===== config.mk =====
export PLATFORM = sky130hd
export DESIGN_NAME = lcd_read_fsm
export DESIGN_NICKNAME = d
export VERILOG_FILES = /design/src/rtl/lcd_read_fsm_pkg.sv /design/src/rtl/lcd_read_fsm.sv
export SDC_FILE = /design/constraint.sdc
export NUM_CORES = 1
export LEC_CHECK = 0
export CORE_UTILIZATION = 56
export CTS_CLUSTER_DIAMETER = 40
export DETAILED_ROUTE_END_ITERATION = 8
export PLACE_DENSITY = 0.81
export SETUP_SLACK_MARGIN = 0.05
export SLEW_MARGIN = 5
export SYNTH_ARGS = -nofsm -noshare
export SYNTH_HDL_FRONTEND = slang
export SYNTH_SLANG_ARGS = --single-unit

===== constraint.sdc =====
create_clock -name clk -period 3.9 [get_ports clk]
set_input_delay 0.78 -clock clk [delete_from_list [all_inputs] [get_ports clk]]
set_output_delay 0.78 -clock clk [all_outputs]
set_load 0.05 [all_outputs]

===== src/rtl/lcd_read_fsm_pkg.sv =====
// -----------------------------------------------------------------------------
// lcd_read_fsm_pkg
// Shared LCD definitions for the read sequencer: 4-bit state encodings,
// default bus timing constants (in 50 MHz clock cycles) and a small helper
// used to detect the last cycle of a timed phase.
// -----------------------------------------------------------------------------
package lcd_read_fsm_pkg;

    // Read sequencer states, 4-bit encoded.
    typedef enum logic [3:0] {
        ST_IDLE        = 4'd0,
        ST_SETUP_HIGH  = 4'd1,
        ST_ACTIVE_HIGH = 4'd2,
        ST_HOLD_HIGH   = 4'd3,
        ST_GAP         = 4'd4,
        ST_SETUP_LOW   = 4'd5,
        ST_ACTIVE_LOW  = 4'd6,
        ST_HOLD_LOW    = 4'd7,
        ST_DONE        = 4'd8
    } lcd_rd_state_t;

    // Default timing, in clock cycles.
    localparam int LCD_T_SETUP  = 2;    // RS/RW stable before E rises
    localparam int LCD_T_E      = 12;   // E high time
    localparam int LCD_T_HOLD   = 1;    // hold after E falls
    localparam int LCD_T_GAP    = 50;   // spacing between nibbles / polls
    localparam int LCD_POLL_MAX = 255;  // maximum busy-flag reads per request

    // Width of the phase counter and the poll counter.
    localparam int LCD_CNT_W = 12;

    // True on the final cycle of a phase lasting 'len' cycles, given a
    // counter that starts at zero on phase entry.
    function automatic logic lcd_phase_last(
        input logic [LCD_CNT_W-1:0] cnt,
        input int                   len
    );
        return (cnt == LCD_CNT_W'(len - 1));
    endfunction

endpackage


===== src/rtl/lcd_read_fsm.sv =====
// -----------------------------------------------------------------------------
// lcd_read_fsm
// Performs one 8-bit read from a 4-bit HD44780-style LCD bus as two nibble
// strobes (high nibble first). With poll=1 and rs_sel=0 it repeats the read
// until the busy flag (bit 7) clears or POLL_MAX reads have been made.
//
// Ports
//   clk      : system clock, all logic on the rising edge
//   reset    : synchronous, active-low reset
//   start    : one-cycle request, only honoured in IDLE
//   rs_sel   : RS value for the read (0 busy/address, 1 data RAM), latched
//   poll     : repeat until BF=0 (only with rs_sel=0), latched
//   sf_d_in  : data nibble driven by the LCD
//   LCD_RS   : register select
//   LCD_RW   : read/write, 1 = read
//   LCD_E    : enable strobe
//   bus_req  : high while this block owns the LCD bus
//   rd_data  : assembled byte
//   valid    : one-cycle pulse when rd_data holds the final result
//   timeout  : one-cycle pulse alongside valid when the poll limit was hit
//
// Every output is a register. Outputs only change on state transitions, so
// each transition branch drives the values that belong to the state it enters.
// -----------------------------------------------------------------------------
module lcd_read_fsm
    import lcd_read_fsm_pkg::*;
#(
    parameter int T_SETUP  = LCD_T_SETUP,
    parameter int T_E      = LCD_T_E,
    parameter int T_HOLD   = LCD_T_HOLD,
    parameter int T_GAP    = LCD_T_GAP,
    parameter int POLL_MAX = LCD_POLL_MAX
) (
    input  logic       clk,
    input  logic       reset,
    input  logic       start,
    input  logic       rs_sel,
    input  logic       poll,
    input  logic [3:0] sf_d_in,
    output logic       LCD_RS,
    output logic       LCD_RW,
    output logic       LCD_E,
    output logic       bus_req,
    output logic [7:0] rd_data,
    output logic       valid,
    output logic       timeout
);

    lcd_rd_state_t          r_state;
    logic [LCD_CNT_W-1:0]   r_cnt;
    logic [LCD_CNT_W-1:0]   r_poll_cnt;     // completed reads in this request
    logic                   r_rs;           // latched rs_sel
    logic                   r_poll;         // latched poll
    logic                   r_gap_to_high;  // GAP precedes a fresh high nibble
    logic                   r_repoll;       // DONE must loop back for another read

    logic                   r_lcd_rs;
    logic                   r_lcd_rw;
    logic                   r_lcd_e;
    logic                   r_bus_req;
    logic [7:0]             r_rd_data;
    logic                   r_valid;
    logic                   r_timeout;

    logic                   w_busy;
    logic [LCD_CNT_W-1:0]   w_reads;
    logic                   w_limit;
    logic                   w_repoll;

    // Poll decision, evaluated while the just-finished read is in HOLD_LOW.
    // The high nibble (and so BF) is already in r_rd_data by then.
    assign w_busy   = r_poll & ~r_rs & r_rd_data[7];
    assign w_reads  = r_poll_cnt + LCD_CNT_W'(1);
    assign w_limit  = (w_reads >= LCD_CNT_W'(POLL_MAX));
    assign w_repoll = w_busy & ~w_limit;

    // Read sequencer: state, phase counter, captured data and all outputs.
    always_ff @(posedge clk) begin
        if (!reset) begin
            r_state       <= ST_IDLE;
            r_cnt         <= '0;
            r_poll_cnt    <= '0;
            r_rs          <= 1'b0;
            r_poll        <= 1'b0;
            r_gap_to_high <= 1'b0;
            r_repoll      <= 1'b0;
            r_lcd_rs      <= 1'b0;
            r_lcd_rw      <= 1'b0;
            r_lcd_e       <= 1'b0;
            r_bus_req     <= 1'b0;
            r_rd_data     <= 8'h00;
            r_valid       <= 1'b0;
            r_timeout     <= 1'b0;
        end else begin
            // Pulses default low; the counter runs unless a transition clears it.
            r_valid   <= 1'b0;
            r_timeout <= 1'b0;
            r_cnt     <= r_cnt + LCD_CNT_W'(1);

            case (r_state)
                ST_IDLE: begin
                    r_cnt <= '0;
                    if (start) begin
                        r_state    <= ST_SETUP_HIGH;
                        r_rs       <= rs_sel;
                        r_poll     <= poll;
                        r_poll_cnt <= '0;
                        r_lcd_rs   <= rs_sel;
                        r_lcd_rw   <= 1'b1;
                        r_bus_req  <= 1'b1;
                    end
                end

                ST_SETUP_HIGH: begin
                    if (lcd_phase_last(r_cnt, T_SETUP)) begin
                        r_state <= ST_ACTIVE_HIGH;
                        r_cnt   <= '0;
                        r_lcd_e <= 1'b1;
                    end
                end

                ST_ACTIVE_HIGH: begin
                    // Sample on the last E-high cycle, when LCD data is settled.
                    if (lcd_phase_last(r_cnt, T_E)) begin
                        r_state        <= ST_HOLD_HIGH;
                        r_cnt          <= '0;
                        r_lcd_e        <= 1'b0;
                        r_rd_data[7:4] <= sf_d_in;
                    end
                end

                ST_HOLD_HIGH: begin
                    if (lcd_phase_last(r_cnt, T_HOLD)) begin
                        r_state       <= ST_GAP;
                        r_cnt         <= '0;
                        r_gap_to_high <= 1'b0;
                    end
                end

                ST_GAP: begin
                    // The same gap separates nibbles and successive poll reads.
                    if (lcd_phase_last(r_cnt, T_GAP)) begin
                        r_cnt <= '0;
                        if (r_gap_to_high) begin
                            r_state <= ST_SETUP_HIGH;
                        end else begin
                            r_state <= ST_SETUP_LOW;
                        end
                    end
                end

                ST_SETUP_LOW: begin
                    if (lcd_phase_last(r_cnt, T_SETUP)) begin
                        r_state <= ST_ACTIVE_LOW;
                        r_cnt   <= '0;
                        r_lcd_e <= 1'b1;
                    end
                end

                ST_ACTIVE_LOW: begin
                    if (lcd_phase_last(r_cnt, T_E)) begin
                        r_state        <= ST_HOLD_LOW;
                        r_cnt          <= '0;
                        r_lcd_e        <= 1'b0;
                        r_rd_data[3:0] <= sf_d_in;
                    end
                end

                ST_HOLD_LOW: begin
                    // Decide here so valid/timeout are registered for DONE.
                    if (lcd_phase_last(r_cnt, T_HOLD)) begin
                        r_state    <= ST_DONE;
                        r_cnt      <= '0;
                        r_poll_cnt <= w_reads;
                        r_repoll   <= w_repoll;
                        r_valid    <= ~w_repoll;
                        r_timeout  <= w_busy & w_limit;
                    end
                end

                ST_DONE: begin
                    // start is deliberately not looked at here.
                    r_cnt <= '0;
                    if (r_repoll) begin
                        r_state       <= ST_GAP;
                        r_gap_to_high <= 1'b1;
                    end else begin
                        r_state   <= ST_IDLE;
                        r_lcd_rs  <= 1'b0;
                        r_lcd_rw  <= 1'b0;
                        r_bus_req <= 1'b0;
                    end
                end

                default: begin
                    r_state   <= ST_IDLE;
                    r_cnt     <= '0;
                    r_lcd_rs  <= 1'b0;
                    r_lcd_rw  <= 1'b0;
                    r_lcd_e   <= 1'b0;
                    r_bus_req <= 1'b0;
                end
            endcase
        end
    end

    assign LCD_RS  = r_lcd_rs;
    assign LCD_RW  = r_lcd_rw;
    assign LCD_E   = r_lcd_e;
    assign bus_req = r_bus_req;
    assign rd_data = r_rd_data;
    assign valid   = r_valid;
    assign timeout = r_timeout;

endmodule


======== Yosys cells after proc, flatten, opt, wreduce, memory -nomap -nowiden ========
Index checks and enable logic that the tools add are counted.
word-level totals
  output and inout bits ................... 14
  input port bits ......................... 9
  logic and storage cells ................. 98
  bits in registers ....................... 45
operators by class
  add/subtract/negate cells ............... 2
  reductions and logical operators ........ 19
  bitwise operators ....................... 9
  multiplexer cells ....................... 30
  eq/ne operators ......................... 23
  magnitude comparators ................... 1
operator list
  kind                     number
  $mux W12                 6
  $pmux W12 S4             1
  $pmux W4 S9              1
  $mux W4                  8
  $add A12 B1 Y12 const B  2
  $pmux W12 S2             1
  $ne A2 B2 Y1 const B     10
  $eq A4 B3 Y1 const B     4
  $reduce_and A3 Y1        5
  $eq A12 B1 Y1 const B    1
  $eq A12 B4 Y1 const B    1
  $eq A12 B6 Y1 const B    1
  $ge A12 B8 Y1 const B    1
  $logic_not A12 Y1        1
  $pmux W1 S3              3
  $eq A4 B2 Y1 const B     2
  $reduce_and A2 Y1        4
  $reduce_and A8 Y1        1
  $mux W1                  7
  $reduce_or A7 Y1         1
  $mux W3                  2
  $reduce_or A2 Y1         3
  $not A1 Y1               5
  $reduce_or A5 Y1         1
  other kinds (7)          12

======== Depth between registers and ports, before layout ========
Gate-level depths: netlist (run 1).
  depth after elaboration ................. 5
  depth in mapped cells ................... 8
  gate-level depth less buffers ........... 7

======== Least setup slack after synthesis (run 1) ========
Ideal clock, no wire load.
  path type ............................... register to register
  from .................................... register r_cnt[7]
  to ...................................... register r_state[2]
  arrival time ............................ 1.590 ns
  clock period less this slack ............ 1.712 ns
  path slack .............................. 2.188 ns
  required time ........................... 3.778 ns
  cell stages (with the launch flop) ...... 6
  setup time .............................. 0.122 ns
  path buffers ............................ 0
  path through ............................ dfxtp_1 nor4_4 a2111oi_2 a211oi_2 nand2_1 o311a_1
between the ends
  longest elaborated chain between the ends .. 3
  elaborated cells between the ends (all ways) .. 12
  classes of those cells .................. eq/ne (10); reduce/logical (2)
RTL lines
  what                                    RTL line                text
  from (decl)                             lcd_read_fsm.sv:50      logic [LCD_CNT_W-1:0] r_cnt;
  from (signal assigned)                  lcd_read_fsm.sv:98      r_cnt <= r_cnt + LCD_CNT_W'(1);
  $eq A12 B6 Y1 (tied with other cells)   lcd_read_fsm_pkg.sv:38  return (cnt == LCD_CNT_W'(len - 1));
  $ne A2 B2 Y1 (no source line)           n/a
  $reduce_and A8 Y1 (no source line) (*)  n/a
  to (signal assigned)                    lcd_read_fsm.sv:80      r_state <= ST_IDLE;
  to (signal assigned)                    lcd_read_fsm.sv:104     r_state <= ST_SETUP_HIGH;
  to (signal assigned)                    lcd_read_fsm.sv:116     r_state <= ST_ACTIVE_HIGH;
  to (decl)                               lcd_read_fsm.sv:49      lcd_rd_state_t r_state;
Mark *: on every way between the ends. The rest lies on a longest branch, timed or not.
A chain may end at the register's enable or synchronous reset.

======== Worst setup path in the final report (run 1) ========
  from .................................... register r_rd_data[7], in the netlist rd_data[7]
  to ...................................... output port rd_data[7]
RTL lines
  what                    RTL line             text
  from (decl)             lcd_read_fsm.sv:61   logic [7:0] r_rd_data;
  from (signal assigned)  lcd_read_fsm.sv:128  r_rd_data[7:4] <= sf_d_in;
  to (decl)               lcd_read_fsm.sv:44   output logic [7:0] rd_data,
No word-level cell between the ends.

==> impl_results.md, run 1 <==
* Outcome: finished, final reports clean
* I/O Pins at 23
* Setup_tns at 0 ns
* CP Cell Sequence: clkdlybuf4s50_1
* P per Cell Area at 415 mW/mm2
* Drt pass-1 iters at 5
* Hold WC Path Type: register to register
* Cells after Synth at 286
* Antenna viol nets, final at 0
* H-tree levels at 2
* Synth Flop Type: dfxtp_1
* WS Path Type: register to output port
* DRT iter0 DRCs at 235
* Fin Clk Skew at 0.0106 ns
* Setup violators final at 0
* Fmax at 0.436 GHz
* Max_cap viols at 0
* Mean instance size in the synthesized netlist at 8.58 um2
* Global-route wire length before repair at 8350 um
* Vias per inst at 5.93
* Grt met3 use at 0.0550
* Sequential area share after synthesis at 0.367
* Initial antenna violation count at 0
* Nature of the critical path startpoint: register
* WL final at 5030 um
* Met1 Use GR at 0.323
* CP max FO at 3
* Filler Cells Inserted at 354
* Worst Path Buf+Inv at 1
* Hold buffers post-CTS at 0
* #FFs+latches synth at 45
* Final Cycle Share at 0.588
* Multi-input logic area at 0.00144 mm2
* # Post-CTS Setup Buffers at 0
* Row cnt at 23
* TritonCTS Buffers at 5
* Root buffer cell: clkbuf_8
* Slew Viols, Final at 0
* Critical path arrival at 1.51 ns
* Worst-Skew Late Latency at 0.30 ns
* N_diodes at 0
* Via Count at 2112
* Grt ovf at 0
* Initial Util at 0.596
* Total Power at 1.14 mW
* Die Width at 68.2 um
* Max_slew headroom at 0.648
* Share of layout cells above drive strength 1 at 0.0752
* Worst-margin pin slew at 0.528 ns
* Clock Pin Slew Worst Setup and Hold Paths at 0.08 ns
* Min Tclk post-route at 2.29 ns
* IO Port Bufs at 22
* Leakage at 0.959 nW
* Sequential Area at 901 um2
* Largest net degree at the start of global routing at 30
* Net Count, Synth at 300
* DRC at 0
* Commonest non-fill, non-tap cell in the layout: dfxtp_1
* Die area at 0.00465 mm2
* Place WS at 1.56 ns
* Required time worst endpoint at 3.12 ns
* Worst VDD drop at 0.207 mV
* Routed len/inst at 14.1 um
* CTS max path bufs at 2
* Max stage delay on crit path at 0.82 ns
* # resized after CTS at 0
* Met2 Usage GRT at 0.365
* Synth Cell Area at 0.00245 mm2
* Yosys cell types at 52
* Gpl congestion at 0.828
* Crit-path leading delay family: buffers and inverters
* Die Ht at 68.2 um
* Number of synthesized flops with an enable pin at 0
* Placed wire-length estimate at 3550 um
* Synth warn at 0
* Placed Instances at 348
* Hold_ws at 0.501 ns
* CP Capture Type: output port
* Most frequent cells in the layout: dfxtp_1 (45), nand2_1 (30), nor2_1 (30)
* RSZ-0062 raised after global routing: false
* GRT Util Overall at 0.242
* Final WS setup at 1.61 ns
* Post-layout nets at 319
* Number of global-route vias before repair at 1854
* Fin. Hold Viols at 0
* Fin cells at 356
* CTS tree: done
* Grt peak-use layer: met2
* Area delta synth->final at 12.2%
* Num Clock Sinks at 45
* Placeable Area at 0.00412 mm2
* Asr flop ratio synth at 0
* CP max-delay cell: clkdlybuf4s50_1
## stage by stage
step	area [um2]	util
6_report	2750	0.669
3_5_place_dp	2670	0.649
4_1_cts	2750	0.669
3_3_place_gp	2670	0.649
2_1_floorplan	2450	-
5_1_grt	2750	0.669
## flip-flops by register name, indices dropped and copies added (netlist names)
signal         cells
LCD_E              1
LCD_RS             1
bus_req            1
r_cnt             12
r_gap_to_high      1
r_poll             1
r_poll_cnt        12
r_repoll           1
r_rs               1
r_state            4
rd_data            8
timeout            1
valid              1
## worst paths after layout
kind              startpoint            end  slack [ns]  depth (start not counted)
setup / recovery  rd_data[7]     rd_data[7]        1.61                          1
hold / removal      r_cnt[0]       r_cnt[0]        0.50                          1
setup reg to reg  r_state[1]  r_poll_cnt[1]        1.65                          5
hold reg to reg     r_cnt[0]       r_cnt[0]        0.50                          1
## area by class of cell
cell class                 count  area share
timing repair buffer          23      0.0827
inverter                      11      0.0150
clock buffer                   6      0.0264
tap                           50      0.0227
clock inverter                 2     0.00364
sequential                    45       0.327
multi-input combinational    219       0.522
## metal layers
| layer | wire length (um) | vias to the layer above |
|---|---|---|
| li1 | - | 1053 |
| met2 | 2270 | 66 |
| met5 | 0 | - |
| met1 | 2420 | 987 |
| met4 | 71 | 0 |
| met3 | 266 | 6 |
## cell families after synthesis
family                   synth area share
XOR/XNOR                           0.0535
AO/OA/AOI/OAI                       0.152
flip-flops                          0.367
AND/OR/NAND/NOR                     0.297
adder cells (fa/ha/maj)            0.0255
buffers and inverters              0.0469
multiplexers                       0.0576
## power by group
group | internal [mW] | switching (mW)
Sequential | 0.485 | 0.0545
Combinational | 0.136 | 0.185
Clock | 0.124 | 0.156
## Yosys cell counts (3+ instances only)
library cell	number	area, um2
nor3b_1	6	45.0
o221a_2	4	45.0
nand4_1	6	37.5
nand2b_1	5	31.3
nand3b_1	3	22.5
or3_1	4	25.0
nand2_1	30	113
a211oi_1	3	22.5
dfxtp_1	45	901
inv_1	11	41.3
xnor2_1	8	70.1
and2_1	5	31.3
mux2i_1	13	130
o311a_1	4	40.0
nor2b_1	12	75.1
ha_1	5	62.6
and3_1	6	37.5
nor2_1	30	113
a31oi_1	3	18.8
clkbuf_1	4	15.0
nand3_1	7	35.0
buf_6	3	33.8
nor3_1	7	35.0
o21ai_0	16	80.1
a21oi_1	8	40.0
xor2_1	7	61.3
No activity file was read; power rests on OpenSTA's default activity.
==> run 2, diff against run 1 <==
Clock period 3.9 ns to 2.4 ns, I/O delays scaled along.
==> run 2 against run 1 <==
Net effect:
- clock power increased by 68%
- combinational power up 66%
- first-iteration DRC count down 12%
- clock skew down 0.0058 ns
- non-clock buffer count grew 3
- worst setup slack lost 1.3 ns
- highest routed layer unchanged
==> impl_results.md, run 2 (synthesized netlist as in run 1, its figures left out) <==
* Worst-margin pin slew at 0.512 ns (-0.0157 ns)
* Max stage delay on crit path at 0.48 ns (-0.34 ns)
* Hold WC Path Type: register to register
* Vias per inst at 5.77 (-2.7%)
* GRT Util Overall at 0.240 (-0.00166)
* Post-layout nets at 322 (+0.94%)
* Clock Pin Slew Worst Setup and Hold Paths at 0.08 ns (about the same)
* R2r endpoint: r_cnt[3]
* Routed len/inst at 13.9 um (-1.9%)
* Final WS setup at 0.320 ns (-1.29 ns)
* Drt pass-1 iters at 4 (-1)
* Area delta synth->final at 13.3%
* Antenna viol nets, final at 0 (unchanged)
* CP Cell Sequence: nor3_2 -> a2111oi_2 -> a211oi_2 -> a211o_1 -> nor2_1
* Share of layout cells above drive strength 1 at 0.0812 (+0.00601)
* Placed Instances at 351 (+0.86%)
* Hold path startpoint: r_cnt[0]
* # Post-CTS Setup Buffers at 0 (unchanged)
* Die Ht at 68.2 um (unchanged)
* Root buffer cell: clkbuf_8
* CTS tree: done
* Max_slew headroom at 0.658 (+0.00986)
* Num Clock Sinks at 45 (unchanged)
* # resized after CTS at 0 (unchanged)
* Hold buffers post-CTS at 0 (unchanged)
* TritonCTS Buffers at 5 (unchanged)
* H-tree levels at 2 (unchanged)
* Setup_tns at 0 ns (unchanged)
* Nature of the critical path startpoint: register
* R2R Setup Slk at 0.32 ns (-1.33 ns)
* WS Path Type: register to register
* Cell area after placement at 0.00269 mm2 (+0.84%)
* Gpl congestion at 0.845 (+2.2%)
* Final Cycle Share at 0.867
* Row cnt at 23 (unchanged)
* Placed wire-length estimate at 3530 um (-0.75%)
* P per Cell Area at 676 mW/mm2 (+63%)
* Fmax at 0.481 GHz
* DRT iter0 DRCs at 207 (-12%)
* Initial antenna violation count at 0 (unchanged)
* Reg2reg start: r_state[1]
* Die Width at 68.2 um (unchanged)
* Worst Path Buf+Inv at 0 (-1)
* Crit-path leading delay family: compound AO/OA/AOI/OAI gates
* Largest net degree at the start of global routing at 25 (-17%)
* CP max-delay cell: nor3_2
* Hold EP: r_cnt[0]
* CTS max path bufs at 2 (unchanged)
* I/O Pins at 23 (unchanged)
* Min Tclk post-route at 2.08 ns
* Grt ovf at 0 (unchanged)
* Initial Util at 0.596 (unchanged)
* Setup violators final at 0 (unchanged)
* Crit. Startpoint: r_state[1]
* Worst VDD drop at 0.356 mV (+72%)
* Place WS at 0.321 ns (-1.23 ns)
* Commonest non-fill, non-tap cell in the layout: dfxtp_1
* Die area at 0.00465 mm2 (unchanged)
* Final Instance Area at 0.00278 mm2 (+0.95%)
* Fin Clk Skew at 0.00477 ns (-0.00581 ns)
* Outcome: finished, final reports clean
* Critical path arrival at 2.25 ns (+0.74 ns)
* Number of global-route vias before repair at 1864 (+0.54%)
* Post-layout util at 0.675 (+0.00638)
* Leakage at 0.973 nW (+1.4%)
* IO Port Bufs at 22 (unchanged)
* DRC at 0 (unchanged)
* Hold Path Cell Cnt at 1 (unchanged)
* Required time worst endpoint at 2.57 ns (-0.55 ns)
* Max_cap viols at 0 (unchanged)
* Worst-Skew Late Latency at 0.29 ns (about the same)
* N_diodes at 0 (unchanged)
* Placeable Area at 0.00412 mm2 (unchanged)
* CP max FO at 16 (+13)
* Reg2reg path depth at 5 (unchanged)
* Via Count at 2067 (-2.1%)
* Slew Viols, Final at 0 (unchanged)
* CP Capture Type: register
* Fin. Hold Viols at 0 (unchanged)
* Global-route wire length before repair at 8340 um (about the same)
* Most frequent cells in the layout: dfxtp_1 (45), nand2_1 (30), nor2_1 (30)
* RSZ-0062 raised after global routing: false
* Fin cells at 358 (+0.56%)
* WL final at 4960 um (-1.3%)
==> run 2: worst register-to-register path: stages, from the launching register on <==
cell and delay [ns]:
dfxtp_1 0.47, nor3_2 0.48, a2111oi_2 0.11, a211oi_2 0.37, a211o_1 0.42, nor2_1 0.10
==> run 2: area by class of cell <==
class	instances	area [um2]
multi-input combinational	219	1440
fill	335	1340
sequential	45	901
timing repair buffer	26	250
clock buffer	7	86.3
tap	50	62.6
inverter	11	41.3
==> run 2: per-layer routing <==
layer  wire, um  global-route usage  vias to the layer above
met5          0                   0                        -
met4         92               0.120                        0
met3        242              0.0433                        7
met2       2130               0.360                       62
met1       2500               0.327                      945
li1           -                   -                     1053
==> run 2: power by group <==
| group | switching [mW] | leakage, nW | internal, mW |
|---|---|---|---|
| clock network | 0.241 | 0.0443 | 0.229 |
| registers | 0.0871 | 0.364 | 0.788 |
| logic | 0.310 | 0.565 | 0.225 |
==> run 2: per-stage QoR <==
stage                     hold WS [ns]  power (mW)
after floorplan                  0.444        1.33
after global placement           0.459        1.40
after detailed placement         0.497        1.41
after CTS                        0.514        1.88
after global routing             0.539        1.98
final                            0.506        1.88
==> run 2: how the worst max path moves through the flow <==
stage                               end  slack (ns)  depth (start not counted)
after global routing           r_cnt[4]        0.17                          6
after CTS                      r_cnt[0]        0.35                          5
after floorplan              r_state[2]        0.69                          5
final                          r_cnt[3]        0.32                          5
after global placement    r_poll_cnt[1]        0.39                          5
after detailed placement  r_poll_cnt[1]        0.32                          5
